### config.mk
export PLATFORM = sky130hd
export DESIGN_NAME = xor_stream_descrambler
export DESIGN_NICKNAME = d
export VERILOG_FILES = /design/src/rtl/xor_stream_pkg.sv /design/src/rtl/lfsr_keygen.sv /design/src/rtl/xor_stream_descrambler.sv
export SDC_FILE = /design/constraint.sdc
export NUM_CORES = 1
export LEC_CHECK = 0
export ABC_CLOCK_PERIOD_IN_PS = 2000
export CORE_MARGIN = 8
export CORE_UTILIZATION = 32
export CTS_CLUSTER_DIAMETER = 80
export DETAILED_ROUTE_END_ITERATION = 8
export PLACE_DENSITY = 0.58
export SYNTH_ARGS = -nofsm -noshare
export SYNTH_HDL_FRONTEND = slang
export SYNTH_SLANG_ARGS = --single-unit
### constraint.sdc
create_clock -name clk -period 2 [get_ports clk]
set_input_delay 0.5 -clock clk [delete_from_list [all_inputs] [get_ports clk]]
set_output_delay 0.5 -clock clk [all_outputs]
set_load 0.05 [all_outputs]
### src/rtl/xor_stream_pkg.sv
// Shared constants, state encoding and LFSR step for the XOR stream descrambler.
// Keystream polynomial is x^20+x^17+1 in Fibonacci form.
package xor_stream_pkg;

  localparam int unsigned WIDTH_C = 20;
  localparam logic [WIDTH_C-1:0] DEF_SEED_C = 20'hFFFFF;
  localparam int unsigned TAP_HI = 19;
  localparam int unsigned TAP_LO = 16;

  typedef enum logic {
    UNSEEDED = 1'b0,
    RUN      = 1'b1
  } state_t;

  function automatic logic [WIDTH_C-1:0] lfsr_next(
    input logic [WIDTH_C-1:0] k
  );
    logic fb;
    fb = k[TAP_HI] ^ k[TAP_LO];
    return {k[WIDTH_C-2:0], fb};
  endfunction

endpackage

### src/rtl/lfsr_keygen.sv
// Keystream register: seed load with zero-seed substitution, advance per word.
// Load wins over advance; the top never asserts both together.
module lfsr_keygen
  import xor_stream_pkg::*;
#(
  parameter logic [WIDTH_C-1:0] DEF_SEED = DEF_SEED_C
) (
  input  logic               clk,
  input  logic               rst_n,
  input  logic               load,
  input  logic [WIDTH_C-1:0] seed,
  input  logic               adv,
  output logic [WIDTH_C-1:0] key,
  output logic               seed_err
);

  logic seed_zero;

  assign seed_zero = (seed == '0);

  always_ff @(posedge clk) begin
    if (!rst_n) begin
      key      <= DEF_SEED;
      seed_err <= 1'b0;
    end else begin
      seed_err <= load && seed_zero;
      if (load) begin
        key <= seed_zero ? DEF_SEED : seed;
      end else if (adv) begin
        key <= lfsr_next(key);
      end
    end
  end

endmodule

### src/rtl/xor_stream_descrambler.sv
// XOR stream descrambler: plaintext = in_data ^ keystream, registered output.
// Optional WORD_CNT_EN adds a 16-bit accepted-word counter port.
module xor_stream_descrambler
  import xor_stream_pkg::*;
#(
  parameter int unsigned       WIDTH    = WIDTH_C,
  parameter logic [WIDTH-1:0]  DEF_SEED = DEF_SEED_C
) (
  input  logic             clk,
  input  logic             rst_n,
  input  logic             seed_load,
  input  logic [WIDTH-1:0] seed,
  input  logic             in_valid,
  output logic             in_ready,
  input  logic [WIDTH-1:0] in_data,
  output logic             out_valid,
  input  logic             out_ready,
  output logic [WIDTH-1:0] out_data,
  output logic             seeded,
  output logic             seed_err
`ifdef WORD_CNT_EN
  ,
  output logic [15:0]      word_cnt
`endif
);

  state_t           state;
  logic             accept;
  logic [WIDTH-1:0] key;

  assign in_ready = (state == RUN) && !seed_load
                 && (!out_valid || out_ready);
  assign accept   = in_valid && in_ready;

  lfsr_keygen #(
    .DEF_SEED (DEF_SEED)
  ) u_keygen (
    .clk      (clk),
    .rst_n    (rst_n),
    .load     (seed_load),
    .seed     (seed),
    .adv      (accept),
    .key      (key),
    .seed_err (seed_err)
  );

  always_ff @(posedge clk) begin
    if (!rst_n) begin
      state  <= UNSEEDED;
      seeded <= 1'b0;
    end else if (seed_load) begin
      state  <= RUN;
      seeded <= 1'b1;
    end
  end

  // Word in flight is dropped on reset; reseeding leaves it to drain.
  always_ff @(posedge clk) begin
    if (!rst_n) begin
      out_valid <= 1'b0;
      out_data  <= '0;
    end else if (accept) begin
      out_valid <= 1'b1;
      out_data  <= in_data ^ key;
    end else if (out_ready) begin
      out_valid <= 1'b0;
    end
  end

`ifdef WORD_CNT_EN
  always_ff @(posedge clk) begin
    if (!rst_n || seed_load) begin
      word_cnt <= '0;
    end else if (accept) begin
      word_cnt <= word_cnt + 16'd1;
    end
  end
`endif

endmodule
**Word-level counts from Yosys, hierarchy flattened**

Index checks and enable logic that the tools add are counted.

- Add/subtract/negate cells: 0
- $mul: 0
- Div/mod/pow operators: 0
- Magnitude comparators: 0
- Equal/unequal tests: 0
- Shift operators: 0
- Mux-type cells: 5
- Bitwise logic cells: 2
- Reduce and logical (&&, ||, !) cells: 10

Operators with widths:

| cell | count |
|---|---|
| 20-bit two-way mux | 3 |
| 20-bit zero test | 1 |
| 20-bit XOR | 1 |
| 1-bit logical AND | 4 |
| 2-bit nonzero test | 2 |
| 1-bit zero test | 2 |
| 1-bit two-way mux | 2 |
| 1-bit logical OR | 1 |
| 1-bit XOR | 1 |

- Register bits: 43
- Bits in latches: 0
- RAM bits: 0
- Memory bits (read-only): 0
- Input port bits: 45
- Output and inout bits: 24
- Logic and storage cells: 22
- Memories kept: 0

**Logic depth before layout (Yosys ltp)**

Gate-level depths: netlist of run 1.

- Depth after elaboration: 6
- Gate-level depth with buffers: 6
- Mapped depth without buffers: 4

**Modules after synthesis**

Synthesis of run 1 repeated with hierarchy kept, for this count alone.

- Cell total of the unflattened synthesis: 220
- Area total of the unflattened synthesis: 2215.9 sq um

Modules (own cells, without submodules):

| module | times used | cells an instance | area each (sq um) | seq. area each (sq um) |
|---|---|---|---|---|
| lfsr_keygen | 1 | 124 | 1173.6 | 420.4 |
| xor_stream_descrambler | 1 | 96 | 1042.2 | 440.4 |

**Worst setup path after synthesis of run 1**

No wires, ideal clock.

- Kind: reg2out
- From: register state
- To: output port in_ready
- Data arrival time: 1467 ps
- Data required time: 1500 ps
- Path slack: 33 ps
- Stages on the path, launching flop included: 3
- Path buffers: 0
- Cells stage by stage: dfxtp_1 > nand2_1 > nor2_1

- Cells in the longest elaborated chain, start to end: 2

RTL lines:

| what | RTL line | source |
|---|---|---|
| start, declared | xor_stream_descrambler.sv:27 | `state_t state;` |
| start signal, assigned | xor_stream_descrambler.sv:49 | `state <= UNSEEDED;` |
| start signal, assigned | xor_stream_descrambler.sv:52 | `state <= RUN;` |
| 1-bit logical AND | xor_stream_descrambler.sv:31 | `assign in_ready = (state == RUN) && !seed_load` |
| 1-bit logical AND | xor_stream_descrambler.sv:32 | `&& (!out_valid \|\| out_ready);` |
| end, declared | xor_stream_descrambler.sv:14 | `output logic in_ready,` |

No other way between the ends.

**Worst setup path in the final report of run 1**

- From: register out_data[17]
- To: output port out_data[17]

RTL lines:

| what | RTL line | source |
|---|---|---|
| start, declared | xor_stream_descrambler.sv:18 | `output logic [WIDTH-1:0] out_data,` |
| start signal, assigned | xor_stream_descrambler.sv:64 | `out_data <= in_data ^ key;` |

No word-level cell between the ends.

==> results of run 1 <==
==> cell type report <==
class / instances / area share
multi-input cells: 158 / 0.395
clock buffers: 6 / 0.0262
well taps: 96 / 0.0382
inverters: 1 / 0.00119
flip-flops and latches: 43 / 0.274
repair buffers: 83 / 0.255
clock inverters: 2 / 0.0111
==> flip-flops by register name, summed over array words and instances (netlist names) <==
signal,cells
out_data,20
out_valid,1
state,1
u_keygen.key,20
u_keygen.seed_err,1
==> timing repair <==
action | 4_1_cts | 5_1_grt
endpoints found under the setup margin | 3 | 3
buffers inserted | 2 | 1
gates resized for setup | 0 | 5
pin swaps | 1 | 2
gates cloned | 0 | 0
==> kinds of logic (layout without fill, tap and decap cells) <==
group,count (synthesis),count (layout),share of synthesized area
xor gates and xnor gates,21,21,0.0813
and+or+nand+nor,55,55,0.144
buffers and inverters,23,92,0.0752
AOI/OAI and AO/OA,81,81,0.315
DFF,43,43,0.381
muxes,1,1,0.00442
==> routing by layer <==
layer	share of wire	vias up	wire length, um
met5	0	-	0
li1	-	953	-
met2	0.41	56	2410
met3	0.071	4	419
met4	0.0046	0	27
met1	0.52	886	3030
==> worst paths after layout <==
check,cells past startpoint,end,from
worst max-delay path,1,out_data[17],out_data[17]
worst min register to register,1,out_data[2],out_data[2]
worst min-delay path,1,out_data[2],out_data[2]
worst max register to register,5,u_keygen.key[7],out_valid
==> through the flow <==
stage / setup TNS, ns / area (um^2) / std cells / hold slack [ns] / util
detailed placement: -5.09 / 2960 / 378 / 0.486 / 0.434
floorplan: 0 / 2260 / 224 / 0.531 / -
global placement: -5.96 / 2960 / 378 / 0.478 / 0.434
global route: 0 / 3150 / 389 / 0.523 / 0.461
CTS: 0 / 3120 / 388 / 0.506 / 0.457
finish: 0 / 3150 / 389 / 0.503 / 0.461
==> where the power goes <==
| part | switching [mW] | internal, mW |
|---|---|---|
| logic | 0.219 | 0.229 |
| registers | 0.0495 | 0.912 |
| clock network | 0.308 | 0.404 |
==> synthesized netlist by cell type <==
library cell / number / area [um^2]
sky130_fd_sc_hd__inv_1: 1 / 3.75
sky130_fd_sc_hd__a2bb2oi_2: 10 / 150
sky130_fd_sc_hd__nand2b_4: 1 / 13.8
sky130_fd_sc_hd__nand3b_1: 19 / 143
sky130_fd_sc_hd__dlygate4sd1_1: 1 / 8.76
sky130_fd_sc_hd__nor2_1: 1 / 3.75
sky130_fd_sc_hd__dlymetal6s2s_1: 2 / 25.0
sky130_fd_sc_hd__and3_4: 1 / 11.3
sky130_fd_sc_hd__mux2i_1: 1 / 10.0
sky130_fd_sc_hd__xor2_1: 1 / 8.76
sky130_fd_sc_hd__a31oi_4: 1 / 21.3
sky130_fd_sc_hd__o21a_1: 1 / 7.51
sky130_fd_sc_hd__nand2_1: 23 / 86.3
sky130_fd_sc_hd__and4b_1: 1 / 10.0
sky130_fd_sc_hd__o2111ai_1: 1 / 8.76
sky130_fd_sc_hd__and3_2: 1 / 7.51
sky130_fd_sc_hd__o211a_1: 20 / 200
sky130_fd_sc_hd__buf_2: 9 / 45.0
sky130_fd_sc_hd__a21oi_1: 19 / 95.1
sky130_fd_sc_hd__and3_1: 3 / 18.8
sky130_fd_sc_hd__dfxtp_1: 43 / 861
sky130_fd_sc_hd__clkbuf_1: 5 / 18.8
sky130_fd_sc_hd__nor4_1: 5 / 31.3
sky130_fd_sc_hd__buf_8: 1 / 15.0
sky130_fd_sc_hd__buf_12: 1 / 20.0
sky130_fd_sc_hd__xnor2_1: 20 / 175
sky130_fd_sc_hd__a21boi_0: 19 / 143
sky130_fd_sc_hd__a2bb2oi_1: 9 / 78.8
sky130_fd_sc_hd__buf_6: 3 / 33.8
sky130_fd_sc_hd__a21boi_1: 1 / 7.51
==> load_flow_metrics.sql, run 1 <==
INSERT INTO impl_metrics (metric_group, metric, value, unit) VALUES
('worst_setup_path', 'timing.critical_path.cells', 'clkdlybuf4s50_1', ''),
('worst_setup_path', 'critical_path_peak_fanout', '2', ''),
('global_route', 'groute.layer.met2.usage', '0.174', ''),
('detailed_routing', 'drt_pre_antenna_iters', '4', ''),
('clocking', 'post_cts_hold_buffer_count', '0', ''),
('logic_synthesis', 'mappedNetlistArea', '0.00226', 'mm^2'),
('worst_setup_path', 'worst_ep_required_time', '1.50', 'ns'),
('clocking', 'cts_tree', 'done', ''),
('layout', 'layout.nets', '337', ''),
('clocking', 'cts.reportedPaths.clkPinSlew', '0.08', 'ns'),
('timing', 'setup_repair_after_global_routing_missed_its_margin', 'no', ''),
('global_route', 'global_route_wire_length_before_repair', '9870', 'um'),
('timing', 'slew-limit-headroom', '0.656', ''),
('layout', 'final-seq-area', '861', 'um^2'),
('timing', 'min_period_over_period', '0.973', ''),
('flow_run', 'max_cap_violations', '0', ''),
('detailed_routing', 'postRouteWirelength', '5890', 'um'),
('clocking', 'clock_tree.buffer_depth', '2', ''),
('worst_setup_path', 'worst_path_dominant_cell_family', 'buffers and inverters', ''),
('logic_synthesis', 'post_synth_inst_count', '224', ''),
('outcome', 'status', 'finished, final reports clean', ''),
('timing', 'finClkSkew', '0.00504', 'ns'),
('clocking', 'cts.root.buffer_cell', 'sky130_fd_sc_hd__clkbuf_8', ''),
('layout', 'antenna-diode-count', '0', ''),
('placed_design', 'dp.final_hpwl', '4220', 'um'),
('global_route', 'met1_usage', '0.166', ''),
('timing', 'final-setup-viol-count', '0', ''),
('clocking', 'cts_sinks', '43', ''),
('floorplan', 'die-area', '0.0100', 'mm^2'),
('worst_setup_path', 'cp_num_buf_inv', '1', ''),
('worst_setup_path', 'timing.critical_path.slowest_stage_cell', 'sky130_fd_sc_hd__clkdlybuf4s50_1', ''),
('placed_design', 'gpl.final_weighted_congestion', '0.766', ''),
('worst_setup_path', 'cp_slowest_stage_delay', '0.81', 'ns'),
('detailed_routing', 'wl_per_cell', '15.1', 'um'),
('timing', 'fin_crit', '1.95', 'ns'),
('global_route', 'antenna_found_initial', '0', ''),
('layout', 'multi_input_area', '0.00124', 'mm^2'),
('detailed_routing', 'drtAntennaViolNets', '0', ''),
('timing', 'tightest_slew', '0.514', 'ns'),
('worst_setup_path', 'critical_path_class', 'reg -> out', ''),
('clocking', 'h-tree-depth', '2', ''),
('floorplan', 'die_height', '100', 'um'),
('global_route', 'grtUsageMet3', '0.0422', ''),
('global_route', 'first_global_vias', '1934', ''),
('floorplan', 'start_util', '0.331', ''),
('power_and_ir_drop', 'leakagePower', '1.42', 'nW'),
('power_and_ir_drop', 'vdd_ir_drop_max', '0.279', 'mV'),
('detailed_routing', 'detailed_route_via_count', '1899', ''),
('floorplan', 'number_of_standard_cell_rows_in_the_floorplan', '30', ''),
('logic_synthesis', 'ys_ff_latch', '43', ''),
('placed_design', 'place_worst_setup_slack', '-0.303', 'ns'),
('logic_synthesis', 'syn-mean-instance-area', '10.1', 'um^2'),
('global_route', 'grt_remaining_overflow', '0', ''),
('timing', 'hold_viol', '0', ''),
('global_route', 'pin_count_of_the_biggest_net_entering_global_routing', '63', ''),
('detailed_routing', 'route.detailed.vias_per_inst', '4.88', ''),
('power_and_ir_drop', 'finalPower', '2.12', 'mW'),
('timing', 'final-max-slew-violation-count', '0', ''),
('layout', 'syn2layout_area_growth', '39.1', '%'),
('logic_synthesis', 'yosys_warnings', '0', ''),
('detailed_routing', 'detail_route.drc_violations', '0', ''),
('worst_setup_path', 'crit_arrival', '1.45', 'ns'),
('layout', 'layout.cells.most_common_list', 'sky130_fd_sc_hd__clkdlybuf4s50_1 (49), sky130_fd_sc_hd__dfxtp_1 (43), sky130_fd_sc_hd__buf_4 (27)', ''),
('detailed_routing', 'drt-initial-drc-count', '83', ''),
('global_route', 'groute.usage.overall', '0.120', ''),
('clocking', 'clock_latency_of_the_later_clocked_register_in_the_worst_skew_pair', '0.29', 'ns'),
('logic_synthesis', 'synth_cell_type_count', '30', ''),
('floorplan', 'area_of_the_core', '0.00683', 'mm^2'),
('worst_setup_path', 'reg2reg_slack', '0.52', 'ns'),
('floorplan', 'die-width', '100', 'um'),
('layout', 'most_common_cell_after_layout_fill_and_taps_aside', 'sky130_fd_sc_hd__clkdlybuf4s50_1', '');
(Power assumes the default switching activity.)
==> run 2: changes to the inputs <==
--- a/config.mk
+++ b/config.mk
@@ -5,6 +5,7 @@
 export SDC_FILE = /design/constraint.sdc
 export NUM_CORES = 1
 export LEC_CHECK = 0
+export ABC_AREA = 0
 export ABC_CLOCK_PERIOD_IN_PS = 2000
 export CORE_MARGIN = 8
 export CORE_UTILIZATION = 32
==> results of run 2 <==
Final layout, timing and power as in run 1 (identical DEF).
==> run 3: changes to the inputs <==
--- a/config.mk
+++ b/config.mk
@@ -6,7 +6,6 @@
 export NUM_CORES = 1
 export LEC_CHECK = 0
 export ABC_AREA = 0
-export ABC_CLOCK_PERIOD_IN_PS = 2000
 export CORE_MARGIN = 8
 export CORE_UTILIZATION = 32
 export CTS_CLUSTER_DIAMETER = 80
==> results of run 3 <==
Final layout, timing and power as in run 1 (identical DEF).
